<file path="src/rtl/shim_threshold_sequencer_pkg.sv">
// Purpose: shared state encoding and fault codes for the shim threshold sequencer.
// Latency: n/a (types and constants only).
// Backpressure: n/a.
package shim_threshold_seq_pkg;

    typedef enum logic [2:0] {
        ST_IDLE    = 3'd0,
        ST_RESET   = 3'd1,
        ST_ARM     = 3'd2,
        ST_RUNNING = 3'd3,
        ST_HALTED  = 3'd4
    } seq_state_t;

    localparam logic [2:0] FAULT_NONE          = 3'd0;
    localparam logic [2:0] FAULT_CFG_BAD       = 3'd1;
    localparam logic [2:0] FAULT_SETUP_TIMEOUT = 3'd2;
    localparam logic [2:0] FAULT_OVER_THRESH   = 3'd3;
    localparam logic [2:0] FAULT_OVERFLOW      = 3'd4;
    localparam logic [2:0] FAULT_UNDERFLOW     = 3'd5;

endpackage

</file>
<file path="src/rtl/shim_threshold_sequencer_if.sv">
// Purpose: software control, integrator and amplifier-control signals of one sequencer.
// Latency: n/a (wiring only).
// Backpressure: none; all signals are levels or single-cycle pulses.
interface shim_threshold_sequencer_if;
    logic        sys_en;
    logic [31:0] cfg_window;
    logic [14:0] cfg_threshold;
    logic        integ_setup_done;
    logic        integ_over_thresh;
    logic        integ_err_overflow;
    logic        integ_err_underflow;
    logic        fault_clear;
    logic        integ_resetn;
    logic        integ_enable;
    logic [31:0] integ_window;
    logic [14:0] integ_threshold;
    logic        running;
    logic        shutdown_req;
    logic [2:0]  fault_code;
`ifdef SHIM_THRESH_SEQ_TIMESTAMP_EN
    logic [31:0] fault_time;
`endif

    // Sequencer side.
    modport master (
        input  sys_en, cfg_window, cfg_threshold, integ_setup_done,
               integ_over_thresh, integ_err_overflow, integ_err_underflow, fault_clear,
`ifdef SHIM_THRESH_SEQ_TIMESTAMP_EN
        output fault_time,
`endif
        output integ_resetn, integ_enable, integ_window, integ_threshold,
               running, shutdown_req, fault_code
    );

    // Software / integrator side.
    modport slave (
        output sys_en, cfg_window, cfg_threshold, integ_setup_done,
               integ_over_thresh, integ_err_overflow, integ_err_underflow, fault_clear,
`ifdef SHIM_THRESH_SEQ_TIMESTAMP_EN
        input  fault_time,
`endif
        input  integ_resetn, integ_enable, integ_window, integ_threshold,
               running, shutdown_req, fault_code
    );
endinterface

</file>
<file path="src/rtl/shim_threshold_sequencer_fault_latch.sv">
// Purpose: priority-encode simultaneous fault requests and hold the first one until cleared.
// Latency: 1 cycle from request to fault_code.
// Backpressure: none; later requests are dropped while a code is held.
module shim_sticky_fault_latch
    import shim_threshold_seq_pkg::*;
(
    input  logic       clk,
    input  logic       resetn,
    input  logic       cfg_bad,
    input  logic       setup_timeout,
    input  logic       over_thresh,
    input  logic       overflow,
    input  logic       underflow,
    input  logic       clear,
    output logic [2:0] fault_code
);
    logic [2:0] cand;

    // FIFO errors outrank the threshold flag; the others never coincide with them.
    always_comb begin
        cand = FAULT_NONE;
        if (overflow)           cand = FAULT_OVERFLOW;
        else if (underflow)     cand = FAULT_UNDERFLOW;
        else if (over_thresh)   cand = FAULT_OVER_THRESH;
        else if (setup_timeout) cand = FAULT_SETUP_TIMEOUT;
        else if (cfg_bad)       cand = FAULT_CFG_BAD;
    end

    // First fault is sticky: only an empty register accepts a new code.
    always_ff @(posedge clk or negedge resetn) begin
        if (!resetn)                       fault_code <= FAULT_NONE;
        else if (clear)                    fault_code <= FAULT_NONE;
        else if (fault_code == FAULT_NONE) fault_code <= cand;
    end
endmodule

</file>
<file path="src/rtl/shim_threshold_sequencer.sv">
// Purpose: config check, integrator reset/enable sequencing, setup timeout, first-fault shutdown.
// Latency: outputs registered, 1 cycle after the causing input; optional fault_time via SHIM_THRESH_SEQ_TIMESTAMP_EN.
// Backpressure: none; software must drop sys_en and pulse fault_clear to leave HALTED.
module shim_threshold_sequencer
    import shim_threshold_seq_pkg::*;
#(
    parameter int MIN_WINDOW    = 2048,
    parameter int RST_CYCLES    = 4,
    parameter int SETUP_TIMEOUT = 65536
) (
    input  logic clk,
    input  logic resetn,
    shim_threshold_sequencer_if.master bus
);
    localparam int TW = (SETUP_TIMEOUT > 2) ? $clog2(SETUP_TIMEOUT) : 1;

    seq_state_t  state;
    logic [3:0]  rst_cnt;
    logic [TW-1:0] tmo_cnt;
    logic        integ_resetn_q, integ_enable_q, running_q, shutdown_q;
    logic [31:0] window_q;
    logic [14:0] threshold_q;

    logic cfg_bad_req, timeout_req, run_fault, fault_clr;

    assign cfg_bad_req = (state == ST_IDLE) && bus.sys_en && (bus.cfg_window < 32'(MIN_WINDOW));
    assign timeout_req = (state == ST_ARM) && !bus.integ_setup_done && (tmo_cnt == TW'(SETUP_TIMEOUT - 1));
    assign run_fault   = (state == ST_RUNNING) &&
                         (bus.integ_err_overflow || bus.integ_err_underflow || bus.integ_over_thresh);
    assign fault_clr   = (state == ST_HALTED) && bus.fault_clear && !bus.sys_en;

    shim_sticky_fault_latch u_fault (
        .clk           (clk),
        .resetn        (resetn),
        .cfg_bad       (cfg_bad_req),
        .setup_timeout (timeout_req),
        .over_thresh   ((state == ST_RUNNING) && bus.integ_over_thresh),
        .overflow      ((state == ST_RUNNING) && bus.integ_err_overflow),
        .underflow     ((state == ST_RUNNING) && bus.integ_err_underflow),
        .clear         (fault_clr),
        .fault_code    (bus.fault_code)
    );

    // Sequencer FSM; a fault always beats a simultaneous sys_en drop.
    always_ff @(posedge clk or negedge resetn) begin
        if (!resetn) begin
            state          <= ST_IDLE;
            rst_cnt        <= '0;
            tmo_cnt        <= '0;
            integ_resetn_q <= 1'b0;
            integ_enable_q <= 1'b0;
            running_q      <= 1'b0;
            shutdown_q     <= 1'b0;
            window_q       <= '0;
            threshold_q    <= '0;
        end else begin
            case (state)
                ST_IDLE: begin
                    if (cfg_bad_req) begin
                        state          <= ST_HALTED;
                        shutdown_q     <= 1'b1;
                        integ_resetn_q <= 1'b1;
                    end else if (bus.sys_en) begin
                        state       <= ST_RESET;
                        rst_cnt     <= '0;
                        window_q    <= bus.cfg_window;
                        threshold_q <= bus.cfg_threshold;
                    end
                end
                ST_RESET: begin
                    if (!bus.sys_en) begin
                        state <= ST_IDLE;
                    end else if (rst_cnt == 4'(RST_CYCLES - 1)) begin
                        state          <= ST_ARM;
                        integ_resetn_q <= 1'b1;
                        integ_enable_q <= 1'b1;
                        tmo_cnt        <= '0;
                    end else begin
                        rst_cnt <= rst_cnt + 4'd1;
                    end
                end
                ST_ARM: begin
                    if (timeout_req) begin
                        state          <= ST_HALTED;
                        integ_enable_q <= 1'b0;
                        shutdown_q     <= 1'b1;
                    end else if (!bus.sys_en) begin
                        state          <= ST_IDLE;
                        integ_resetn_q <= 1'b0;
                        integ_enable_q <= 1'b0;
                    end else if (bus.integ_setup_done) begin
                        state     <= ST_RUNNING;
                        running_q <= 1'b1;
                    end else begin
                        // Stops at the terminal count, so it cannot wrap.
                        tmo_cnt <= tmo_cnt + 1'b1;
                    end
                end
                ST_RUNNING: begin
                    if (run_fault) begin
                        state          <= ST_HALTED;
                        running_q      <= 1'b0;
                        integ_enable_q <= 1'b0;
                        shutdown_q     <= 1'b1;
                    end else if (!bus.sys_en) begin
                        state          <= ST_IDLE;
                        running_q      <= 1'b0;
                        integ_resetn_q <= 1'b0;
                        integ_enable_q <= 1'b0;
                    end
                end
                ST_HALTED: begin
                    // integ_resetn stays high so the integrator flags remain readable.
                    if (fault_clr) begin
                        state          <= ST_IDLE;
                        shutdown_q     <= 1'b0;
                        integ_resetn_q <= 1'b0;
                    end
                end
                default: state <= ST_IDLE;
            endcase
        end
    end

    assign bus.integ_resetn    = integ_resetn_q;
    assign bus.integ_enable    = integ_enable_q;
    assign bus.running         = running_q;
    assign bus.shutdown_req    = shutdown_q;
    assign bus.integ_window    = window_q;
    assign bus.integ_threshold = threshold_q;

`ifdef SHIM_THRESH_SEQ_TIMESTAMP_EN
    logic [31:0] ts_cnt;
    logic [31:0] fault_time_q;

    // RUNNING cycle counter, zero on entry, saturating; captured on the first run fault.
    always_ff @(posedge clk or negedge resetn) begin
        if (!resetn) begin
            ts_cnt       <= '0;
            fault_time_q <= '0;
        end else begin
            if (state != ST_RUNNING)      ts_cnt <= '0;
            else if (ts_cnt != '1)        ts_cnt <= ts_cnt + 32'd1;
            if (fault_clr)                fault_time_q <= '0;
            else if (run_fault && bus.fault_code == FAULT_NONE) fault_time_q <= ts_cnt;
        end
    end

    assign bus.fault_time = fault_time_q;
`endif
endmodule

</file>
<file path="src/flat_wrapper.sv">
// flat-port wrapper written by rule: the top's interface ports become plain ports
module shim_threshold_sequencer_flat import shim_threshold_seq_pkg::*;
#(
    parameter int MIN_WINDOW    = 2048,
    parameter int RST_CYCLES    = 4,
    parameter int SETUP_TIMEOUT = 65536
)
  (clk, resetn, bus_sys_en, bus_cfg_window, bus_cfg_threshold, bus_integ_setup_done, bus_integ_over_thresh, bus_integ_err_overflow, bus_integ_err_underflow, bus_fault_clear, bus_integ_resetn, bus_integ_enable, bus_integ_window, bus_integ_threshold, bus_running, bus_shutdown_req, bus_fault_code);
  shim_threshold_sequencer_if bus_i ();
  input  logic clk;
  input  logic resetn;
  input wire logic [$bits(bus_i.sys_en)-1:0] bus_sys_en;
  input wire logic [$bits(bus_i.cfg_window)-1:0] bus_cfg_window;
  input wire logic [$bits(bus_i.cfg_threshold)-1:0] bus_cfg_threshold;
  input wire logic [$bits(bus_i.integ_setup_done)-1:0] bus_integ_setup_done;
  input wire logic [$bits(bus_i.integ_over_thresh)-1:0] bus_integ_over_thresh;
  input wire logic [$bits(bus_i.integ_err_overflow)-1:0] bus_integ_err_overflow;
  input wire logic [$bits(bus_i.integ_err_underflow)-1:0] bus_integ_err_underflow;
  input wire logic [$bits(bus_i.fault_clear)-1:0] bus_fault_clear;
  output wire logic [$bits(bus_i.integ_resetn)-1:0] bus_integ_resetn;
  output wire logic [$bits(bus_i.integ_enable)-1:0] bus_integ_enable;
  output wire logic [$bits(bus_i.integ_window)-1:0] bus_integ_window;
  output wire logic [$bits(bus_i.integ_threshold)-1:0] bus_integ_threshold;
  output wire logic [$bits(bus_i.running)-1:0] bus_running;
  output wire logic [$bits(bus_i.shutdown_req)-1:0] bus_shutdown_req;
  output wire logic [$bits(bus_i.fault_code)-1:0] bus_fault_code;
  assign bus_i.sys_en = bus_sys_en;
  assign bus_i.cfg_window = bus_cfg_window;
  assign bus_i.cfg_threshold = bus_cfg_threshold;
  assign bus_i.integ_setup_done = bus_integ_setup_done;
  assign bus_i.integ_over_thresh = bus_integ_over_thresh;
  assign bus_i.integ_err_overflow = bus_integ_err_overflow;
  assign bus_i.integ_err_underflow = bus_integ_err_underflow;
  assign bus_i.fault_clear = bus_fault_clear;
  assign bus_integ_resetn = bus_i.integ_resetn;
  assign bus_integ_enable = bus_i.integ_enable;
  assign bus_integ_window = bus_i.integ_window;
  assign bus_integ_threshold = bus_i.integ_threshold;
  assign bus_running = bus_i.running;
  assign bus_shutdown_req = bus_i.shutdown_req;
  assign bus_fault_code = bus_i.fault_code;
  shim_threshold_sequencer #(.MIN_WINDOW(MIN_WINDOW), .RST_CYCLES(RST_CYCLES), .SETUP_TIMEOUT(SETUP_TIMEOUT)) u_core (.clk(clk), .resetn(resetn), .bus(bus_i));
endmodule
</file>
<file path="config.mk">
export PLATFORM = sky130hd
export DESIGN_NAME = shim_threshold_sequencer_flat
export DESIGN_NICKNAME = d
export VERILOG_FILES = /design/src/rtl/shim_threshold_sequencer_pkg.sv /design/src/rtl/shim_threshold_sequencer_if.sv /design/src/rtl/shim_threshold_sequencer_fault_latch.sv /design/src/rtl/shim_threshold_sequencer.sv /design/src/flat_wrapper.sv
export SDC_FILE = /design/constraint.sdc
export NUM_CORES = 1
export LEC_CHECK = 0
export CAP_MARGIN = 30
export CORE_UTILIZATION = 47
export DETAILED_ROUTE_END_ITERATION = 10
export GPL_TIMING_DRIVEN = 0
export PLACE_DENSITY = 0.83
export SLEW_MARGIN = 10
export SYNTH_ARGS = -nofsm -noshare
export SYNTH_HDL_FRONTEND = slang
export SYNTH_SLANG_ARGS = --single-unit
</file>
<file path="constraint.sdc">
create_clock -name clk -period 2.8 [get_ports clk]
set_input_delay 0.42 -clock clk [delete_from_list [all_inputs] [get_ports clk]]
set_output_delay 0.42 -clock clk [all_outputs]
set_load 0.01 [all_outputs]
</file>
-- Word-level counts from Yosys, hierarchy flattened
Cells that the tools add are included.
- bits in registers: 77
- logic and storage cells: 119
- add/sub/neg operators: 2
- magnitude comparators: 1
- equality and inequality tests: 24
- multiplexer cells: 50
- bitwise operators: 1
- reductions and logical operators: 31
- operator list (kind ; count):
    $mux W16 ; 5
    $mux W3 ; 14
    $lt A32 B12 Y1 const B ; 1
    $pmux W16 S2 ; 1
    $reduce_and A5 Y1 ; 4
    $mux W1 ; 18
    $ne A2 B2 Y1 const B ; 9
    $add A16 B1 Y16 const B ; 1
    $eq A16 B16 Y1 const B ; 1
    $mux W4 ; 4
    $pmux W3 S5 ; 1
    $logic_and A1 B1 Y1 ; 10
    $ne A2 B1 Y1 const B ; 5
    $ne A3 B2 Y1 const B ; 3
    $pmux W4 S2 ; 1
    $reduce_bool A2 Y1 ; 4
    $reduce_and A7 Y1 ; 1
    $eq A3 B2 Y1 const B ; 2
    $logic_not A3 Y1 ; 2
    $reduce_and A3 Y1 ; 2
    $reduce_and A6 Y1 ; 1
    $pmux W1 S5 ; 1
    $reduce_bool A5 Y1 ; 1
    $add A4 B1 Y4 const B ; 1
    13 further kinds ; 16

-- Longest topological paths before layout
Gate-level depths: netlist of run 1.
- word-level depth: 10
- mapped depth: 9

-- Cells and area by module
From an unflattened synthesis of run 1, not the netlist that was laid out.
- cells, all modules: 317
- area, all modules: 3627.2 um^2
- modules (own cells, without submodules) (module ; times used ; cells each ; area each (um^2) ; seq. area each (um^2)):
    shim_threshold_sequencer ; 1 ; 302 ; 3488.3 ; 1851.8
    shim_sticky_fault_latch ; 1 ; 15 ; 138.9 ; 75.1

-- Least setup slack after synthesis of run 1
OpenSTA, ideal clock, no wires.
- path type: register to register
- from: reg u_core.rst_cnt[0]
- to: reg u_core.tmo_cnt[5]
- setup time: 133 ps
- arrival time: 1896 ps
- required time: 2667 ps
- setup slack: 771 ps
- stages on the path, launching flop included: 8
- path buffers: 1
- period minus slack after synthesis: 2029 ps
- cell sequence: dfrtp_1 > ha_1 > or3b_2 > nor3b_1 > o21ai_1 > buf_2 > o31ai_1 > o41ai_1
- cells in the longest elaborated chain, start to end: 3
- ends and longest elaborated chain (element ; RTL line ; source):
    start: declaration ; shim_threshold_sequencer.sv:18 ; logic [3:0] rst_cnt;
    start signal: assignment ; shim_threshold_sequencer.sv:79 ; rst_cnt <= rst_cnt + 4'd1;
    $eq A4 B2 Y1 ; shim_threshold_sequencer.sv:73 ; end else if (rst_cnt == 4'(RST_CYCLES - 1)) begin
    $ne A2 B1 Y1 (no source line) ; - ;
    $reduce_and A6 Y1 (no source line) ; - ;
    end signal: assignment ; shim_threshold_sequencer.sv:96 ; tmo_cnt <= tmo_cnt + 1'b1;
    end: declaration ; shim_threshold_sequencer.sv:19 ; logic [TW-1:0] tmo_cnt;
Every way passes these cells.
A chain may end at the register's enable or synchronous reset.

-- Worst setup path in the final report of run 1
- from: reg u_core.rst_cnt[0]
- to: reg u_core.tmo_cnt[4]
The elaborated chain is that of the path after synthesis.

==> results.txt, run 1 <==
- Outcome: completed
* Setup repair after global routing missed its margin: no
- Of the total synthesized cell area, the portion taken by full adders, half adders and majority gates is 0.006988.
- The number of hold buffers added after CTS was 0.
- Area Overhead vs Synth: 40.53%
- Share of synthesized cell area in and, or, nand and nor gates: 0.1377
- After synthesis, the share of flip-flops with an asynchronous set or reset is 1.000.
- In the global route stage, overall resource usage came out at 0.2433.
- Setup slack on the worst reg-to-reg path comes out at 0.43 ns.
- Critical path class: flop to flop
* Synthesized area per cell: 11.59 um^2
- Drt first pass iters: 4
* Fin. Hold Viols: 0
* Critical Path RT: 3.02 ns
- For this design the static power due to leakage is 2.071 nW.
- Final worst clock skew: 0.007575 ns
- TritonCTS created 9 clock buffers.
* Total standard cell area after synthesis: 3581 um^2
- Routability-driven placement finished with a final weighted congestion of 0.8717.
* Cells after synthesis: 309
- The routed layout has 2,989 vias.
- Startpoint kind of the worst setup timing path: flop
- After synthesis, the largest family of logic cells by area is multiplexers.
- No sink is reached through more buffers than the 2 on the longest clock path.
* Post-synth EDFFs: 0
- Vias per cell: 5.618
* Number of global-route vias before repair: 3,134
- Drt drc: 0
- The synthesized-area fraction occupied by ao, oa, aoi and oai cells is 0.1314.
* Std-Cell Core Area: 7292 um^2
- WP data arrival: 2.59 ns
- Die height: 89.29 um
- Final standard cell count with taps included and fillers excluded: 532
- Dpl hpwl: 6305 um
- In this run the core area contains 31 standard-cell rows.
- R2R depth: 7
- The first global-routing pass estimated 14,590 um of wire.
- The max-slew violation total from the final report came to 0.
- Seq/Total Area, Yosys: 0.5381
- Cell type with the highest aggregate area in the netlist: sky130_fd_sc_hd__dfrtp_1
- The endpoint identified for the worst register-to-register timing path is u_core.tmo_cnt[4].
- Class of the worst hold path: primary input to async pin
* Antenna violation net count after detailed routing: 0
* Drt wl/cell: 16.69 um
- The H-tree generated during clock tree synthesis spans 3 levels.
- In this run, distinct cell masters in the synthesized netlist total 51.
* Num Clock Sinks: 77
- Worst Tran Pin Value: 0.6534 ns
- After detailed placement, the design holds a cell count of 516.
- Final period utilization: 0.8469
* NumNets Final: 485
- VDD sags by at most 0.4276 mV.
* Number of buffers inserted by port buffering: 107
- Post-layout total power: 3.315 mW
* Die footprint: 7972 um^2
- Main area contributors after synthesis: sky130_fd_sc_hd__dfrtp_1 (54%), sky130_fd_sc_hd__mux2_2 (15%), sky130_fd_sc_hd__o31ai_1 (5.2%)
- For this design the top-level I/O count stands at 109.
* Worst-path fanout max: 10
- Wires add up to 8879 um.
- For this configuration, the core starts out at a cell density of 0.4911.
* Multiplexer area fraction after synthesis: 0.1506
- Clock tree root driver cell: sky130_fd_sc_hd__clkbuf_8
- Of the total synthesized cell area, the portion taken by XOR and XNOR cells is 0.002446.
* Layout cell share with drive strength beyond 1: 0.1848
- Maximum capacitance violations: 0
* Clock slew at reported path FFs: 0.08 ns
* Number of warnings issued by yosys: 0
- Normalized max-slew margin: 0.5611
- Die Span X: 89.29 um
* Setup Viol. Count Final: 0
- Shortest clock period the worst path allows after layout: 2.371 ns
- Entering global routing, the biggest net connects 40 pins.
- 0 antenna diodes ended up in the layout.
- Clock latency reported for the late side of the worst-skew pair: 0.35 ns
- Summed over all layers, the global routing overflow is 0.
- Buffers added to address setup during post-CTS repair amount to 0.
- Type of element capturing the critical path: flop
- The number of gates resized after CTS was 0.
- Antenna violations before repair: 0
- In the synthesized netlist the dominant register cell turns out to be sky130_fd_sc_hd__dfrtp_1.
- Fraction of post-synthesis cell area in the top cell type by area: 0.5381
* Worst R2R Start: u_core.rst_cnt[0]
* Number of design-rule violations left by the first detailed-router iteration: 201
- Maximum achievable frequency: 0.4217 GHz
- In this run the power density over the cells is 658.8 nW/um^2.
- TritonCTS clock tree: yes
- #FFs+latches synth: 77
- Post-synth net total: 366
==> cells in the final DEF (no fill, tap or decap), drive strengths merged, types with 2 or more instances in the layout <==
| cell type | netlist | final |
|---|---|---|
| a21oi | 5 | 5 |
| a31oi | 6 | 6 |
| and2 | 4 | 4 |
| and3 | 2 | 2 |
| buf | 11 | 13 |
| bufinv | 0 | 3 |
| clkbuf | 5 | 15 |
| clkdlybuf4s50 | 0 | 106 |
| clkinv | 0 | 2 |
| dfrtp | 77 | 77 |
| ha | 2 | 2 |
| inv | 5 | 5 |
| mux2 | 47 | 47 |
| nand2 | 19 | 19 |
| nand2b | 4 | 4 |
| nand3 | 10 | 10 |
| nand4 | 6 | 6 |
| nor2 | 19 | 19 |
| nor2b | 3 | 3 |
| nor3 | 6 | 6 |
| nor3b | 4 | 4 |
| nor4 | 7 | 7 |
| o211ai | 2 | 2 |
| o21ai | 15 | 15 |
| o31a | 2 | 2 |
| o31ai | 25 | 25 |
| or3 | 3 | 3 |
| or3b | 2 | 2 |
==> critical path: stages, from the launching register on <==
cell and delay, ns:
sky130_fd_sc_hd__dfrtp_1 0.41, sky130_fd_sc_hd__ha_1 0.23, sky130_fd_sc_hd__or3b_2 0.53, sky130_fd_sc_hd__nor3b_1 0.22
sky130_fd_sc_hd__o21ai_1 0.23, sky130_fd_sc_hd__buf_2 0.26, sky130_fd_sc_hd__o31ai_1 0.26, sky130_fd_sc_hd__o31ai_1 0.12
==> final cells by class <==
| type | count | area, um^2 |
|---|---|---|
| fillers | 566 | 2260 |
| repair buffers | 108 | 1089 |
| plain buffers | 16 | 98.84 |
| clock inverters | 6 | 111.4 |
| flip-flops and latches | 77 | 1927 |
| multi-input cells | 211 | 1536 |
| clock buffers | 10 | 127.6 |
| inverters | 5 | 18.77 |
| well taps | 99 | 123.9 |
==> report_power, final <==
group / internal, mW / switching [mW] / total, mW
registers: 1.30 / 0.114 / 1.41
clock network: 0.593 / 0.420 / 1.01
logic: 0.545 / 0.347 / 0.892
==> per-layer routing <==
metal | part of all wire | GRT usage
met1 | 0.43 | 0.3012
met4 | 0.022 | 0.1010
met3 | 0.069 | 0.07295
met5 | 0 | 0
met2 | 0.48 | 0.3990
==> how the worst max path moves through the flow <==
stage | slack, ns | from | depth (start not counted) | endpoint
detailed placement | 0.19 | bus_cfg_window[15] | 6 | u_core.bus.integ_window[22]
finish | 0.43 | u_core.rst_cnt[0] | 7 | u_core.tmo_cnt[4]
global route | 0.20 | u_core.rst_cnt[0] | 7 | u_core.tmo_cnt[4]
global placement | -1.42 | resetn | 1 | u_core.bus.integ_window[18]
floorplan | 0.77 | u_core.rst_cnt[0] | 7 | u_core.tmo_cnt[5]
CTS | 0.44 | u_core.rst_cnt[0] | 7 | u_core.tmo_cnt[4]
==> metrics by stage <==
| stage | setup slack, ns | setup TNS [ns] | hold WS [ns] | cell area [um^2] | util |
|---|---|---|---|---|---|
| 2_1_floorplan | 0.7711 | 0 | 0.1244 | 3581 | - |
| 3_3_place_gp | -1.418 | -109.01 | 0.4670 | 4776 | 0.6549 |
| 3_5_place_dp | 0.1900 | 0 | 0.4272 | 4793 | 0.6573 |
| 4_1_cts | 0.4412 | 0 | 0.04045 | 5032 | 0.6901 |
| 5_1_grt | 0.2021 | 0 | 0.06880 | 5032 | 0.6901 |
| 6_report | 0.4287 | 0 | 0.03896 | 5032 | 0.6901 |
==> Yosys cell counts, types with 2 or more instances <==
cell type,n
sky130_fd_sc_hd__nor4_1,7
sky130_fd_sc_hd__nor2_1,18
sky130_fd_sc_hd__o211ai_1,2
sky130_fd_sc_hd__a21oi_1,5
sky130_fd_sc_hd__nor3b_1,3
sky130_fd_sc_hd__nand2_1,19
sky130_fd_sc_hd__mux2_2,47
sky130_fd_sc_hd__inv_1,5
sky130_fd_sc_hd__dfrtp_1,77
sky130_fd_sc_hd__nor3_1,6
sky130_fd_sc_hd__nor2b_1,3
sky130_fd_sc_hd__nand3_1,10
sky130_fd_sc_hd__and3_1,2
sky130_fd_sc_hd__o21ai_0,14
sky130_fd_sc_hd__ha_1,2
sky130_fd_sc_hd__a31oi_1,6
sky130_fd_sc_hd__clkbuf_1,5
sky130_fd_sc_hd__nand2b_1,4
sky130_fd_sc_hd__buf_6,2
sky130_fd_sc_hd__nand4_1,6
sky130_fd_sc_hd__and2_1,3
sky130_fd_sc_hd__o31ai_1,25
sky130_fd_sc_hd__buf_2,7
sky130_fd_sc_hd__o31a_1,2
sky130_fd_sc_hd__or3_1,3
==> registers in the layout, summed over array words and instances, names as in the netlist <==
register	count
u_core.bus.integ_window	32
u_core.tmo_cnt	16
u_core.bus.integ_threshold	15
u_core.rst_cnt	4
u_core.state	3
u_core.u_fault.fault_code	3
u_core.bus.integ_enable	1
u_core.bus.integ_resetn	1
u_core.bus.running	1
u_core.bus.shutdown_req	1
==> logic make-up after synthesis <==
family / count (synthesis)
XOR/XNOR: 1
flip-flops: 77
AO/OA/AOI/OAI: 68
multiplexers: 48
adder cells (fa/ha/maj): 2
buffers and inverters: 21
AND/OR/NAND/NOR: 92
No activity file was read; power rests on OpenSTA's default activity.
==> run 2, diff against run 1 <==
Settings changed: CORE_UTILIZATION 47 to 42, PLACE_DENSITY 0.83 to 0.79.
Clock period 2.8 ns to 2.15 ns, I/O delays scaled along.
==> run 2 against run 1 <==
Final area about the same. Non-clock buffer count down 1. Maximum frequency up 14%. Clock power down 6%. Sequential power up 30%. Worst hold slack better by 0.32 ns. Highest routed layer unchanged.
==> results.txt, run 2 (synthesis results as in run 1) <==
- Layout cell share with drive strength beyond 1: 0.2019 (+0.01710)
* Maximum level of the CTS H-tree: 3 (unchanged)
- The layout net count is 484 (-0.21%).
* GR Util All Layers: 0.2062 (-0.03711)
* Clock latency reported for the late side of the worst-skew pair: 0.34 ns (about the same)
- Hold EP: u_core.state[1]
- The CTS buffer count is 9 (unchanged).
- The final clock period utilization by the worst path is 0.9676 (+0.1207).
- Power density normalized to cell area: 786.0 nW/um^2 (+19%)
* First-pass GRT wire length: 14,010 um (-4.0%)
- Core Rows: 33 (+6.5%)
- Met3 WL post-DR: 1038 um (+70%)
* Num Clock Sinks: 77 (unchanged)
* Maximum number of pins on one net before global-route repair: 46 (+15%)
- The final-report hold violation count came to 0 (unchanged).
- Drt wl/cell: 16.68 um (about the same)
- Leaving out fill and tap cells, the most frequent cells in the layout are sky130_fd_sc_hd__clkdlybuf4s50_1 (106), sky130_fd_sc_hd__dfrtp_1 (77), sky130_fd_sc_hd__mux2_2 (47), sky130_fd_sc_hd__o31ai_1 (23), sky130_fd_sc_hd__nand2_1 (19).
- Routed Wire Length: 8943 um (+0.72%)
* Multi-input logic area: 1593 um^2 (+3.7%)
- TritonCTS built the clock tree.
- The max-cap check violation count is 0 (unchanged).
- The setup clock skew after layout came to 0.007469 ns (-0.0001066 ns).
- Dpl hpwl: 6527 um (+3.5%)
- Commonest non-fill, non-tap cell in the layout: sky130_fd_sc_hd__clkdlybuf4s50_1
* Storage element area: 1927 um^2 (unchanged)
- Setup repair after global routing missed its margin: yes
- The total met2 wirelength after detailed routing is 3955 um (-6.8%).
- Die Span X: 94.34 um (+5.7%)
- Antenna violations before repair: 0 (unchanged)
- The global-route congestion overflow total is 0 (unchanged).
- The placement-stage cell area was 4808 um^2 (+0.31%).
* VDD IR max: 0.5457 mV (+28%)
* Std-Cell Core Area: 8217 um^2 (+13%)
- Starting Density: 0.4358 (-0.05526)
* Type of element capturing the critical path: flop
- The maximum fanout encountered on the critical timing path was 10 (unchanged).
- WP data arrival: 2.31 ns (-0.28 ns)
- Number of design-rule violations left by the first detailed-router iteration: 138 (-31%)
- Launch point of the worst hold path: bus_sys_en
- The detailed-router iteration count before antenna repair was 4 (unchanged).
- The number of buffers added on ports is 107 (unchanged).
* Final std cell area, no fill: 5027 um^2 (about the same)
* Number of top-level pins: 109 (unchanged)
- Worst-case register-to-register setup slack: 0.07 ns (-0.36 ns)
* Class of the worst hold path: primary input to flop
- The slew at the pin with the worst max-slew slack came to 0.5148 ns (-0.1385 ns).
- Vias per cell: 5.556 (-1.1%)
- Maximum achievable frequency: 0.4807 GHz (+14%)
- Aggregate negative setup slack: 0 ns (unchanged)
- Wl on met1: 3777 um (-1.4%)
- Flip-flop count of the largest register after layout: 32 (unchanged)
* Area Overhead vs Synth: 40.39% (about the same)
* Shortest clock period the worst path allows after layout: 2.080 ns (-0.2909 ns)
- In this run the critical register-to-register path is launched from u_core.state[0].
- Drt drc: 0 (unchanged)
- The headroom to the max-slew limit is 0.6536 (+0.09254).
* Outcome: completed
- The number of antenna diodes came to 0 (unchanged).
- The cell depth of the worst flop-to-flop path came to 7 (unchanged).
- Startpoint kind of the worst setup timing path: flop
- Top layer in use: met4
* Routability cong.: 0.8278 (-5.0%)
- The leakage power summed over all cells is 2.073 nW (about the same).
- Critical path class: flop to flop
- The number of global-route vias before repair came to 2,999 (-4.3%).
- Clock tree root driver cell: sky130_fd_sc_hd__clkbuf_8
* Clock slew at reported path FFs: 0.08 ns (about the same)
* Maximum root-to-sink buffer count: 2 (unchanged)
- Antenna violation net count after detailed routing: 0 (unchanged)
- The max-slew violation total from the final report is 0 (unchanged).
- The total vias in the final route is 2,978 (-0.37%).
* Setup Viol. Count Final: 0 (unchanged)
- The data required time at the worst endpoint was 2.38 ns (-0.64 ns).
- Die height: 94.34 um (+5.7%)
- Die footprint: 8899 um^2 (+12%)
- In this run the critical register-to-register path is captured at u_core.state[0].
* Number of fillers in the final layout: 643 (+14%)
- Counting instances, the worst hold path has a depth of 2.
[run 2: power by group]
part	switching [mW]	total (mW)	internal [mW]
clock network	0.536	0.949	0.412
registers	0.142	1.83	1.69
logic	0.455	1.17	0.717
[run 2: worst max-delay path by stage]
stage                                              to               start  depth (start not counted)
after floorplan                     u_core.tmo_cnt[5]   u_core.rst_cnt[0]                          7
after CTS                 u_core.bus.integ_window[17]  bus_cfg_window[31]                          6
after global routing               u_core.tmo_cnt[10]   u_core.rst_cnt[0]                          6
after global placement    u_core.bus.integ_window[10]              resetn                          1
final                                 u_core.state[0]     u_core.state[0]                          7
after detailed placement  u_core.bus.integ_window[10]  bus_cfg_window[31]                          6
[run 2: layout make-up]
class                   instances  share of cell area
plain buffers                  14             0.01717
clock buffers                   9             0.02464
clock inverters                 6            0.008213
inverters                       5            0.003733
multi-input cells             211              0.3168
flip-flops and latches         77              0.3833
well taps                     105             0.02613
repair buffers                109              0.2200
[run 2: critical path: stages, from the launching register on]
cell and delay [ns]:
sky130_fd_sc_hd__dfrtp_1 0.38, sky130_fd_sc_hd__buf_6 0.14, sky130_fd_sc_hd__or3b_1 0.39, sky130_fd_sc_hd__buf_6 0.15, sky130_fd_sc_hd__nor3b_4 0.22, sky130_fd_sc_hd__and2_4 0.26
sky130_fd_sc_hd__nor2_2 0.07, sky130_fd_sc_hd__o311a_1 0.36
[run 2: through the flow]
| step | cells | util | setup WS [ns] | hold WS [ns] | total power [mW] |
|---|---|---|---|---|---|
| floorplan | 309 | - | 0.1211 | 0.02691 | 2.330 |
| global placement | 521 | 0.5822 | -1.966 | 0.4720 | 2.983 |
| detailed placement | 522 | 0.5852 | -0.3393 | 0.3129 | 3.027 |
| CTS | 537 | 0.6086 | 0.007227 | 0.3478 | 3.997 |
| global route | 536 | 0.6118 | -0.02816 | 0.3686 | 4.148 |
| finish | 536 | 0.6118 | 0.06962 | 0.3624 | 3.951 |
[run 2: what timing repair did]
| item | CTS | global route |
|---|---|---|
| setup buffers | 0 | 0 |
| resized for setup | 5 | 10 |
| hold endpoints to repair | 32 | 0 |
| setup endpoints to repair | 13 | 62 |
| pin swaps | 0 | 2 |
| hold buffers | 1 | 0 |
[run 2: metal layers]
metal / GRT usage / vias up
li1: - / 1385
met1: 0.2559 / 1435
met2: 0.3104 / 144
met3: 0.09259 / 14
met4: 0.08846 / 0
met5: 0 / -
